<file path="config.mk">
export PLATFORM = sky130hd
export DESIGN_NAME = int_div_rem_signed_frontend
export DESIGN_NICKNAME = d
export VERILOG_FILES = /design/src/rtl/int_div_rem_signed_frontend.sv
export SDC_FILE = /design/constraint.sdc
export NUM_CORES = 1
export LEC_CHECK = 0
export CORE_UTILIZATION = 45
export CTS_BUF_LIST = sky130_fd_sc_hd__clkbuf_4 sky130_fd_sc_hd__clkbuf_8
export DETAILED_ROUTE_END_ITERATION = 10
export HOLD_SLACK_MARGIN = 0.08
export PLACE_DENSITY = 0.8
export SKIP_LAST_GASP = 1
export SYNTH_ARGS = -nofsm -noshare
export SYNTH_HDL_FRONTEND = slang
export SYNTH_SLANG_ARGS = --single-unit
export TNS_END_PERCENT = 20
</file>
<file path="constraint.sdc">
create_clock -name clk -period 2.4 [get_ports clk]
set_input_delay 0.24 -clock clk [delete_from_list [all_inputs] [get_ports clk]]
set_output_delay 0.24 -clock clk [all_outputs]
set_load 0.05 [all_outputs]
</file>
<file path="src/rtl/int_div_rem_signed_frontend.sv">
// Signed/unsigned DIV/REM adapter around an unsigned iterative divider.
// Optional macro DIV_FASTPATH_EN: divide-by-zero requests bypass the divider.
module int_div_rem_signed_frontend #(
    parameter int nbits = 32
) (
    input  logic               clk,
    input  logic               reset,
    input  logic               req_val,
    output logic               req_rdy,
    input  logic [1:0]         req_op,
    input  logic [nbits-1:0]   req_a,
    input  logic [nbits-1:0]   req_b,
    output logic               resp_val,
    input  logic               resp_rdy,
    output logic [nbits-1:0]   resp_msg,
    output logic               div_req_val,
    input  logic               div_req_rdy,
    output logic [2*nbits-1:0] div_req_msg,
    input  logic               div_resp_val,
    output logic               div_resp_rdy,
    input  logic [2*nbits-1:0] div_resp_msg
);

    typedef enum logic [1:0] {
        S_IDLE  = 2'd0,
        S_ISSUE = 2'd1,
        S_WAIT  = 2'd2,
        S_RESP  = 2'd3
    } state_t;

    localparam logic [nbits-1:0] ALL_ONES = {nbits{1'b1}};
    localparam logic [nbits-1:0] ALL_ZERO = {nbits{1'b0}};

    function automatic logic [nbits-1:0] neg(input logic [nbits-1:0] v);
        return ~v + {{(nbits-1){1'b0}}, 1'b1};
    endfunction

    state_t             state_r, state_next_s;
    logic [1:0]         op_r;
    logic [nbits-1:0]   a_orig_r, mag_a_r, mag_b_r, result_r;
    logic               sa_r, sb_r, bzero_r;
    logic               req_rdy_r, resp_val_r, div_req_val_r, div_resp_rdy_r;

    logic               sa_in_s, sb_in_s, bzero_in_s, sq_s;
    logic               capture_s, load_res_s;
    logic [nbits-1:0]   q_raw_s, r_raw_s, fix_q_s, fix_r_s, res_next_s;

    assign sa_in_s    = ~req_op[0] & req_a[nbits-1];
    assign sb_in_s    = ~req_op[0] & req_b[nbits-1];
    assign bzero_in_s = (req_b == ALL_ZERO);

    // Sign fix-up of the divider response; divide-by-zero results are forced.
    assign q_raw_s = div_resp_msg[2*nbits-1:nbits];
    assign r_raw_s = div_resp_msg[nbits-1:0];
    assign sq_s    = (sa_r ^ sb_r) & ~bzero_r;
    assign fix_q_s = bzero_r ? ALL_ONES : (sq_s ? neg(q_raw_s) : q_raw_s);
    assign fix_r_s = bzero_r ? a_orig_r : (sa_r ? neg(r_raw_s) : r_raw_s);

    // Next-state, capture and result-load decode.
    always_comb begin
        state_next_s = state_r;
        capture_s    = 1'b0;
        load_res_s   = 1'b0;
        res_next_s   = result_r;
        case (state_r)
            S_IDLE: begin
                if (req_val) begin
                    capture_s = 1'b1;
`ifdef DIV_FASTPATH_EN
                    if (bzero_in_s) begin
                        state_next_s = S_RESP;
                        load_res_s   = 1'b1;
                        res_next_s   = req_op[1] ? req_a : ALL_ONES;
                    end else begin
                        state_next_s = S_ISSUE;
                    end
`else
                    state_next_s = S_ISSUE;
`endif
                end else begin
                    state_next_s = S_IDLE;
                end
            end
            S_ISSUE: begin
                if (div_req_rdy) begin
                    state_next_s = S_WAIT;
                end else begin
                    state_next_s = S_ISSUE;
                end
            end
            S_WAIT: begin
                if (div_resp_val) begin
                    state_next_s = S_RESP;
                    load_res_s   = 1'b1;
                    res_next_s   = op_r[1] ? fix_r_s : fix_q_s;
                end else begin
                    state_next_s = S_WAIT;
                end
            end
            S_RESP: begin
                if (resp_rdy) begin
                    state_next_s = S_IDLE;
                end else begin
                    state_next_s = S_RESP;
                end
            end
            default: begin
                state_next_s = S_IDLE;
            end
        endcase
    end

    // State, registered handshake outputs and operand/result fields.
    always_ff @(posedge clk) begin
        if (reset) begin
            state_r         <= S_IDLE;
            req_rdy_r       <= 1'b1;
            resp_val_r      <= 1'b0;
            div_req_val_r   <= 1'b0;
            div_resp_rdy_r  <= 1'b0;
            op_r            <= 2'd0;
            a_orig_r        <= ALL_ZERO;
            sa_r            <= 1'b0;
            sb_r            <= 1'b0;
            mag_a_r         <= ALL_ZERO;
            mag_b_r         <= ALL_ZERO;
            bzero_r         <= 1'b0;
            result_r        <= ALL_ZERO;
        end else begin
            state_r         <= state_next_s;
            req_rdy_r       <= (state_next_s == S_IDLE);
            resp_val_r      <= (state_next_s == S_RESP);
            div_req_val_r   <= (state_next_s == S_ISSUE);
            div_resp_rdy_r  <= (state_next_s == S_WAIT);
            if (capture_s) begin
                op_r     <= req_op;
                a_orig_r <= req_a;
                sa_r     <= sa_in_s;
                sb_r     <= sb_in_s;
                mag_a_r  <= sa_in_s ? neg(req_a) : req_a;
                mag_b_r  <= sb_in_s ? neg(req_b) : req_b;
                bzero_r  <= bzero_in_s;
            end
            if (load_res_s) begin
                result_r <= res_next_s;
            end
        end
    end

    assign req_rdy      = req_rdy_r;
    assign resp_val     = resp_val_r;
    assign resp_msg     = result_r;
    assign div_req_val  = div_req_val_r;
    assign div_resp_rdy = div_resp_rdy_r;
    assign div_req_msg  = {mag_b_r, mag_a_r};

endmodule

</file>
# After elaboration in Yosys (flattened, before gate mapping)
# Cells that the tools add are included.
dict set report totals {
  regBits 139
  output_inout_bits 100
  word_cells 53
}
dict set report classes {
  n_addsub 4
  eq_ne 6
  muxes 16
  n_bitwise 10
  reduce_logical 4
}
# cell n
set op_table {}
lappend op_table {{32-bit two-way mux} 7}
lappend op_table {{32-bit by 1-bit adder with 32-bit output (second input constant)} 4}
lappend op_table {{32-bit NOT} 4}
lappend op_table {{32-bit zero test} 1}
lappend op_table {{2-bit equality test (second input constant)} 4}
lappend op_table {{2-bit one-hot mux with 4 select lines} 1}
lappend op_table {{1-bit two-way mux} 6}
lappend op_table {{2-bit by 1-bit equality test with 1-bit output (second input constant)} 2}
lappend op_table {{2-bit zero test} 2}
lappend op_table {{2-bit two-way mux} 2}
lappend op_table {{1-bit bitwise AND} 3}
lappend op_table {{3-bit AND reduction} 1}
lappend op_table {{1-bit NOT} 2}
lappend op_table {{1-bit bitwise XOR} 1}

# Longest topological paths before layout
# Gate-level depths: netlist of the first run.
dict set report depth {
  word_depth 5
  depth_mapped 9
  mapped_depth_nobuf 8
}

# Worst setup path after synthesis of the first run
# Ideal clock, no wire load.
dict set report synth_timing {
  path_type {input to register}
  from {input div_resp_msg[0]}
  to {register result_r[20] (netlist: resp_msg[20])}
  t_arrival_ns 2.348
  required_ns 2.283
  slack_ns -0.066
  cell_stages 8
  n_path_buf 1
  path_cell_list {inv_1 > ha_1 > or3b_2 > or3_1 > or4b_1 > buf_2 > a221o_2 > a32o_1}
}
dict set report synth_between {
  elab_chain_len 5
}
# item line
set synth_lines {}
lappend synth_lines {{start: declaration} 21} ;# input logic [2*nbits-1:0] div_resp_msg
lappend synth_lines {{32-bit NOT} 35} ;# return ~v + {{(nbits-1){1'b0}}, 1'b1};
lappend synth_lines {{32-bit by 1-bit adder with 32-bit output} 35}
lappend synth_lines {{32-bit two-way mux (2 in a row)} 57} ;# assign fix_r_s = bzero_r ? a_orig_r : (sa_r ? neg(r_raw_s) : r_raw_s);
lappend synth_lines {{32-bit two-way mux} 95} ;# res_next_s = op_r[1] ? fix_r_s : fix_q_s;
lappend synth_lines {{end signal: assignment} 145} ;# result_r <= res_next_s;
lappend synth_lines {{end: declaration} 40} ;# logic [nbits-1:0] a_orig_r, mag_a_r, mag_b_r, result_r;
# Every way passes these cells.
# A chain may end at the register's enable or synchronous reset.

# Final worst setup path of the first run
dict set report layout_timing {
  from {input div_resp_msg[6]}
  to {register result_r[26] (netlist: resp_msg[26])}
}
# Same word-level chain as after synthesis.

==> run summary, run 1 <==
- outcome: finished, violations left
- failing checks: negative setup slack
- Worst Path Max Fanout: 6
- half-perimeter wire length after placement: 22.2 mm
- time the final worst path needs with I/O delays and setup: 2.42 ns
- CORE AREA: 17300 um2
- worst vdd rail ir drop: 383 uV
- setup slack of the most critical reg-to-reg path: 0.35 ns
- PD cells: 550 nW/um2
- Detailed Route Iter0 Violations: 765
- DRC errors left: 0
- max-slew violation count: 0
- source of the worst register-to-register timing path: sb_r$_SDFFE_PP0P_
- nets in the synthesized netlist: 1180
- most common library cell in the layout ignoring fill and taps: sky130_fd_sc_hd__clkdlybuf4s50_1
- Post-Place Cells: 1594
- number of cells in the finished layout apart from fillers: 1625
- maximum clock frequency: 414 MHz
- ys async rst share: 0%
- WL/cell: 17.7 um
- ordered list of cells on the worst path: clkdlybuf4s50_1, or4_4, or3_1, or4b_4, o311a_1, o21ai_1, a32o_2
- final hold slack: 0.245 ns
- flip-flop cell with the highest count after synthesis: sky130_fd_sc_hd__dfxtp_1
- horizontal die dimension: 135 um
- hold_buf cts: 0
- initial cell density of the core: 46.2%
- Min-Delay Path Class: input pin to flop
- Final Net Count: 1528
- Maximum Capacitance Violations: 0
- io pins: 236
- setup repair after global routing missed its margin: true
- drt pass-1 iters: 8
- synthesized area per cell: 7.69 um2
- hold path startpoint: reset
- Placement Rows: 48
- Worst path max stage delay: 0.56 ns
- clk slew on worst S/H paths: 0.08 ns
- Final Power: 6.62 mW
- largest net degree at the start of global routing: 56
- synth top area cells: sky130_fd_sc_hd__dfxtp_1 34%, sky130_fd_sc_hd__nand2_1 6.9%, sky130_fd_sc_hd__nor2_1 5.7%
- Setup violations, final: 3
- proportion of layout cells with a drive suffix above 1: 16.1%
- cell type with the largest total area after synthesis: sky130_fd_sc_hd__dfxtp_1
- overall track demand over capacity in global routing: 31.5%
- Crit-path slowest cell: sky130_fd_sc_hd__or4_4
- clock buffer count from CTS: 17
- synthesis-to-layout area growth: 50.4%
- antenna-violating nets left: 0
- count of inserted antenna diode cells: 0
- global-route wire length before repair: 45.2 mm
- share of the synthesized area in the top cell type: 34.3%
- port buffer count: 235
- top library cells by usage in the layout, fill and taps aside: 234 x sky130_fd_sc_hd__clkdlybuf4s50_1, 165 x sky130_fd_sc_hd__buf_4, 146 x sky130_fd_sc_hd__nand2_1, 137 x sky130_fd_sc_hd__dfxtp_1, 122 x sky130_fd_sc_hd__nor2_1
- fin worst setup slack: -0.0151 ns
- number of cells on the worst hold path: 2
- Post-CTS Setup Inserts: 0
- detailed-route wire length: 28.8 mm
- deepest clock path buffer count: 2
- sequential element share of the synthesized area: 34.3%
- clock root buffer: sky130_fd_sc_hd__clkbuf_8
- CTS sink count: 137
- Hold Vio Cnt, Final: 0
- Post-Route Utilization: 69.5%
- post-route clock period utilization: 101%
- vias per cell: 5.74
- terminus of the critical flop-to-flop path: resp_msg[15]$_SDFFE_PP0P_
- antenna violations before repair: 1
- endpoint with the worst hold slack: resp_msg[2]$_SDFFE_PP0P_
- critical path launch point type: input pin
- chip height: 135 um
- Slew @ Worst Pin: 1.01 ns
- reg2reg path depth: 7
- Yosys cell types: 72
- count of fill cells added during filler insertion: 1443
- via count of the first global-routing pass: 8705
- worst setup skew after layout: 0.00874 ns
- post-synthesis cell count: 1040
- final estimated routing congestion in global placement: 0.987
- Clock Latency Late Sink: 0.46 ns
- leakage power: 4.47 nW
- total number of vias: 9335
- post-synthesis instance area: 8000 um2
- EDFF count, synth: 0
- die outline area: 18300 um2
- category of the critical setup timing path: input pin to flop
- critical path data arrival time: 2.82 ns
- data required time at the worst endpoint: 2.80 ns
- htree depth: 4
- clock tree from TritonCTS: done
- gr ovfl total: 0
- yosys warns: 0
- flip-flop and latch count after synthesis: 137
- slew margin rel.: 32.4%
- nature of the critical path endpoint: flop
-- worst max-delay path, delay by kind of cell --
family                 cells  cell delay (ns)
buffers and inverters      1             0.44
AO/OA/AOI/OAI              3             0.61
AND/OR/NAND/NOR            3             1.52
-- report_power, final --
group	internal (mW)	total [mW]	leakage [nW]	switching [mW]
sequential	2.45	2.57	1.12	0.119
combinational	0.884	2.14	3.17	1.25
clock	0.937	1.91	0.182	0.972
-- state kept, by name, indices dropped and copies added (netlist names) --
| signal | cells |
|---|---|
| mag_a_r | 31 |
| div_req_val | 1 |
| div_resp_rdy | 1 |
| req_rdy | 1 |
| sa_r | 1 |
| op_r | 1 |
| a_orig_r | 32 |
| mag_b_r | 32 |
| sb_r | 1 |
| state_r | 2 |
| resp_msg | 32 |
| resp_val | 1 |
| bzero_r | 1 |
-- metrics by stage --
stage	cell area, um2	setup WS (ns)	setup TNS [ns]
final	12000	-0.0151	-0.0269
after global routing	12000	-0.0593	-0.199
after CTS	12000	-0.0744	-0.263
after detailed placement	11600	-0.569	-11.26
after global placement	11600	-0.567	-9.88
after floorplan	8000	-0.00122	-0.00122
-- layout make-up --
type                            instances  area, um2  area share, %
Inverter                               14       52.6          0.437
Sequential cell                       137       2740           22.8
Clock inverter                         13        146           1.22
Clock buffer                           18        241           2.01
Timing Repair Buffer                  401       3620           30.1
Multi-Input combinational cell        817       4940           41.1
Tap cell                              225        282           2.34
-- cell families (layout without fill, tap and decap cells) --
group | Yosys count | after routing | synth area share (%)
adder cells (fa/ha/maj) | 4 | 4 | 0.626
XOR/XNOR | 99 | 99 | 10.8
AND/OR/NAND/NOR | 411 | 411 | 24.1
flip-flops | 137 | 137 | 34.3
buffers and inverters | 86 | 446 | 4.43
AO/OA/AOI/OAI | 290 | 290 | 24.0
multiplexers | 13 | 13 | 1.66
-- cell usage after synthesis, types with 7 or more instances --
library cell,number
sky130_fd_sc_hd__or3_1,16
sky130_fd_sc_hd__a31oi_1,14
sky130_fd_sc_hd__o41ai_1,9
sky130_fd_sc_hd__nand3b_1,7
sky130_fd_sc_hd__mux2i_1,11
sky130_fd_sc_hd__xor2_1,48
sky130_fd_sc_hd__a21oi_1,73
sky130_fd_sc_hd__inv_1,12
sky130_fd_sc_hd__a311oi_1,9
sky130_fd_sc_hd__nand2_1,146
sky130_fd_sc_hd__xnor2_1,51
sky130_fd_sc_hd__dfxtp_1,137
sky130_fd_sc_hd__clkbuf_1,60
sky130_fd_sc_hd__nor4_1,22
sky130_fd_sc_hd__nor3_1,31
sky130_fd_sc_hd__a211oi_1,51
sky130_fd_sc_hd__o31ai_1,19
sky130_fd_sc_hd__o21ai_0,55
sky130_fd_sc_hd__o22ai_1,9
sky130_fd_sc_hd__nand3_1,8
sky130_fd_sc_hd__or4_1,13
sky130_fd_sc_hd__nor2_1,122
-- how the worst max path moves through the flow --
stage	startpoint	endpoint	slack (ns)	cells past startpoint
after floorplan	div_resp_msg[6]	resp_msg[20]$_SDFFE_PP0P_	-0.001	6
after global placement	div_resp_msg[13]	resp_msg[23]$_SDFFE_PP0P_	-0.57	10
after detailed placement	div_resp_msg[13]	resp_msg[16]$_SDFFE_PP0P_	-0.57	7
after CTS	div_resp_msg[6]	resp_msg[26]$_SDFFE_PP0P_	-0.07	7
after global routing	div_resp_msg[6]	resp_msg[26]$_SDFFE_PP0P_	-0.06	7
final	div_resp_msg[6]	resp_msg[26]$_SDFFE_PP0P_	-0.02	7
-- layer usage --
metal / track usage [%] / part of all wire (%) / vias to the layer above
met3: 8.12 / 9.4 / 69
met5: 0 / 0 / -
met4: 12.4 / 3.3 / 0
li1: - / - / 4484
met1: 41.6 / 43 / 4322
met2: 48.9 / 44 / 460
-- timing repair --
action,4_1_cts,5_1_grt
setup endpoints to repair,7,9
hold endpoints to repair,0,0
resized for setup,1,6
Power figures use the tool's default switching activity.
==> run 2: changes to the inputs <==
--- a/config.mk
+++ b/config.mk
@@ -5,8 +5,10 @@
 export SDC_FILE = /design/constraint.sdc
 export NUM_CORES = 1
 export LEC_CHECK = 0
+export CORE_MARGIN = 2
 export CORE_UTILIZATION = 45
 export CTS_BUF_LIST = sky130_fd_sc_hd__clkbuf_4 sky130_fd_sc_hd__clkbuf_8
+export CTS_CLUSTER_SIZE = 25
 export DETAILED_ROUTE_END_ITERATION = 10
 export HOLD_SLACK_MARGIN = 0.08
 export PLACE_DENSITY = 0.8
==> run 2 against run 1 <==
  * The flow still finishes with violations (negative setup slack)
  * Cell area down 0.51%
  * Non-clock buffer count is 6 lower
  * Sequential power barely moved
  * Register-to-register slack lost 0.02 ns
  * Final cell count fell by 0.31%
  * Critical path depth decreased by 1
  * Flip-flop and latch count stayed put
  * First-iteration DRC count grew 3.1%
  * Die area up 3.0%
  * Setup slack lost 0.020 ns
==> run summary, run 2 (synthesized netlist as in run 1, its figures left out) <==
- area of combinational cells with multiple inputs: 4940 um2, +0.13%
- Worst path max stage delay: 0.60 ns, +0.04 ns
- met3 wire len: 2.80 mm, +4.0%
- terminus of the critical flop-to-flop path: resp_msg[15]$_SDFFE_PP0P_
- Detailed Route Iter0 Violations: 789, +3.1%
- number of cells in the finished layout apart from fillers: 1620, -0.31%
- total number of vias: 9365, +0.32%
- Post-Place Cells: 1588, -0.38%
- count of inserted antenna diode cells: 0, unchanged
- nature of the critical path endpoint: flop
- CTS sink count: 137, unchanged
- Slew @ Worst Pin: 1.03 ns, +0.0210 ns
- number of buffers and inverters on the critical path: 1, unchanged
- critical path launch point type: input pin
- time the final worst path needs with I/O delays and setup: 2.44 ns, +0.0203 ns
- half-perimeter wire length after placement: 22.5 mm, +1.2%
- initial cell density of the core: 46.1%, -0.16 points
- gr ovfl total: 0, unchanged
- drt pass-1 iters: 7, -1
- worst setup skew after layout: 0.0132 ns, +0.00448 ns
- PD cells: 543 nW/um2, -1.4%
- reg2reg path depth: 7, unchanged
- DRC errors left: 0, unchanged
- most common library cell in the layout ignoring fill and taps: sky130_fd_sc_hd__clkdlybuf4s50_1
- antenna violations before repair: 0, -1
- number of cells on the worst hold path: 2, unchanged
- outcome: finished, violations left
- maximum clock frequency: 411 MHz, -0.84%
- vias per cell: 5.78, +0.63%
- area taken by flip-flops and latches: 2740 um2, unchanged
- Post-Route Utilization: 68.9%, -0.59 points
- clk slew on worst S/H paths: 0.08 ns, about the same
- clock buffer count from CTS: 17, unchanged
- CORE AREA: 17400 um2, +0.35%
- critical path data arrival time: 2.79 ns, -0.03 ns
- highest metal layer with signal wires: met4
- post-route clock period utilization: 101%, +0.85 points
- Placement Rows: 48, unchanged
- setup slack of the most critical reg-to-reg path: 0.33 ns, -0.02 ns
- Metal-1 WL: 12.6 mm, +2.1%
- htree depth: 4, unchanged
- overall track demand over capacity in global routing: 30.3%, -1.2 points
- hold path startpoint: reset
- final estimated routing congestion in global placement: 0.985, -0.22%
- max-slew violation count: 0, unchanged
- setup repair after global routing missed its margin: true
- die outline area: 18800 um2, +3.0%
- Final Net Count: 1522, -0.39%
- Maximum Capacitance Violations: 0, unchanged
- io pins: 236, unchanged
- antenna-violating nets left: 0, unchanged
- clock root buffer: sky130_fd_sc_hd__clkbuf_8
- largest net degree at the start of global routing: 96, +71%
- global-route wire length before repair: 44.5 mm, -1.6%
- Crit-path slowest cell: sky130_fd_sc_hd__or4b_4
- Hold Vio Cnt, Final: 0, unchanged
- slew margin rel.: 31.0%, -1.4 points
- fin worst setup slack: -0.0355 ns, -0.0203 ns
- chip height: 137 um, +1.5%
- data required time at the worst endpoint: 2.75 ns, -0.05 ns
- Final Power: 6.49 mW, -1.9%
- port buffer count: 235, unchanged
- ordered list of cells on the worst path: clkdlybuf4s50_1, or4_4, or3_4, or4b_4, a221o_2, a32o_1
- endpoint with the worst hold slack: resp_msg[1]$_SDFFE_PP0P_
- Clock Latency Late Sink: 0.45 ns, about the same
- worst vdd rail ir drop: 424 uV, +11%
- proportion of layout cells with a drive suffix above 1: 15.9%, -0.16 points
- deepest clock path buffer count: 2, unchanged
- clock tree from TritonCTS: done
- detailed-route wire length: 29.5 mm, +2.5%
- via count of the first global-routing pass: 8550, -1.8%
- synthesis-to-layout area growth: 49.6%
- source of the worst register-to-register timing path: sb_r$_SDFFE_PP0P_
- Worst Path Max Fanout: 6, unchanged
- met2 wirelength from detailed routing: 13.2 mm, +3.6%
- horizontal die dimension: 137 um, +1.5%
- top library cells by usage in the layout, fill and taps aside: 232 x sky130_fd_sc_hd__clkdlybuf4s50_1, 159 x sky130_fd_sc_hd__buf_4, 145 x sky130_fd_sc_hd__nand2_1, 137 x sky130_fd_sc_hd__dfxtp_1, 122 x sky130_fd_sc_hd__nor2_1
- WL/cell: 18.2 um, +2.8%
- failing checks: negative setup slack
- Min-Delay Path Class: input pin to flop
- setup_tns: -0.0355 ns, -0.00858 ns
- kind of cell with the highest combined delay on the critical path: simple AND/OR/NAND/NOR gates
- category of the critical setup timing path: input pin to flop
- Setup violations, final: 1, -2
- count of fill cells added during filler insertion: 1471, +1.9%
- leakage power: 4.45 nW, -0.57%
-- run 2: per-stage QoR --
| stage | instance area (um2) | setup WS [ns] | hold slack, ns |
|---|---|---|---|
| after global placement | 11600 | -0.545 | 0.434 |
| final | 12000 | -0.0355 | 0.178 |
| after CTS | 11900 | -0.0603 | 0.169 |
| after floorplan | 8000 | -0.00122 | 0.376 |
| after global routing | 12000 | -0.0634 | 0.184 |
| after detailed placement | 11600 | -0.577 | 0.446 |
-- run 2: worst max-delay path by stage --
stage | from | endpoint | slack, ns | depth (start not counted)
global route | div_resp_msg[7] | resp_msg[20]$_SDFFE_PP0P_ | -0.06 | 6
floorplan | div_resp_msg[6] | resp_msg[20]$_SDFFE_PP0P_ | -0.001 | 6
detailed placement | div_resp_msg[6] | resp_msg[20]$_SDFFE_PP0P_ | -0.58 | 6
CTS | div_resp_msg[12] | resp_msg[16]$_SDFFE_PP0P_ | -0.06 | 7
finish | div_resp_msg[7] | resp_msg[20]$_SDFFE_PP0P_ | -0.04 | 6
global placement | div_resp_msg[6] | resp_msg[20]$_SDFFE_PP0P_ | -0.54 | 6
-- run 2: layer usage --
metal / track usage (%) / vias to the layer above
met3: 6.81 / 69
met2: 47.8 / 492
met1: 40.6 / 4335
li1: - / 4469
met5: 0 / -
met4: 10.9 / 0
-- run 2: timing repair --
item | 4_1_cts | 5_1_grt
setup buffers | 0 | 0
resized for setup | 1 | 9
hold buffers | 0 | 0
pin swaps | 0 | 4
setup endpoints to repair | 6 | 11
endpoints found under the hold margin | 0 | 0
-- run 2: cell type report --
cell class / count / share of cell area [%]
multi-input cells: 817 / 41.3
repair buffers: 395 / 29.9
flip-flops and latches: 137 / 22.9
well taps: 225 / 2.35
clock buffers: 18 / 2.07
clock inverters: 14 / 0.941
inverters: 14 / 0.439
-- run 2: report_power, final --
group	total (mW)	leakage [nW]	switching, mW	internal [mW]
logic	2.14	3.15	1.26	0.877
registers	2.58	1.12	0.123	2.45
clock network	1.78	0.175	1.01	0.764
-- run 2: worst register-to-register path, delay by kind of cell (launching register included) --
kind            cells  cell delay (ns)
flops               1             0.33
xor+xnor            2             0.26
compound gates      3             0.78
simple gates        1             0.46
buf+inv             1             0.20
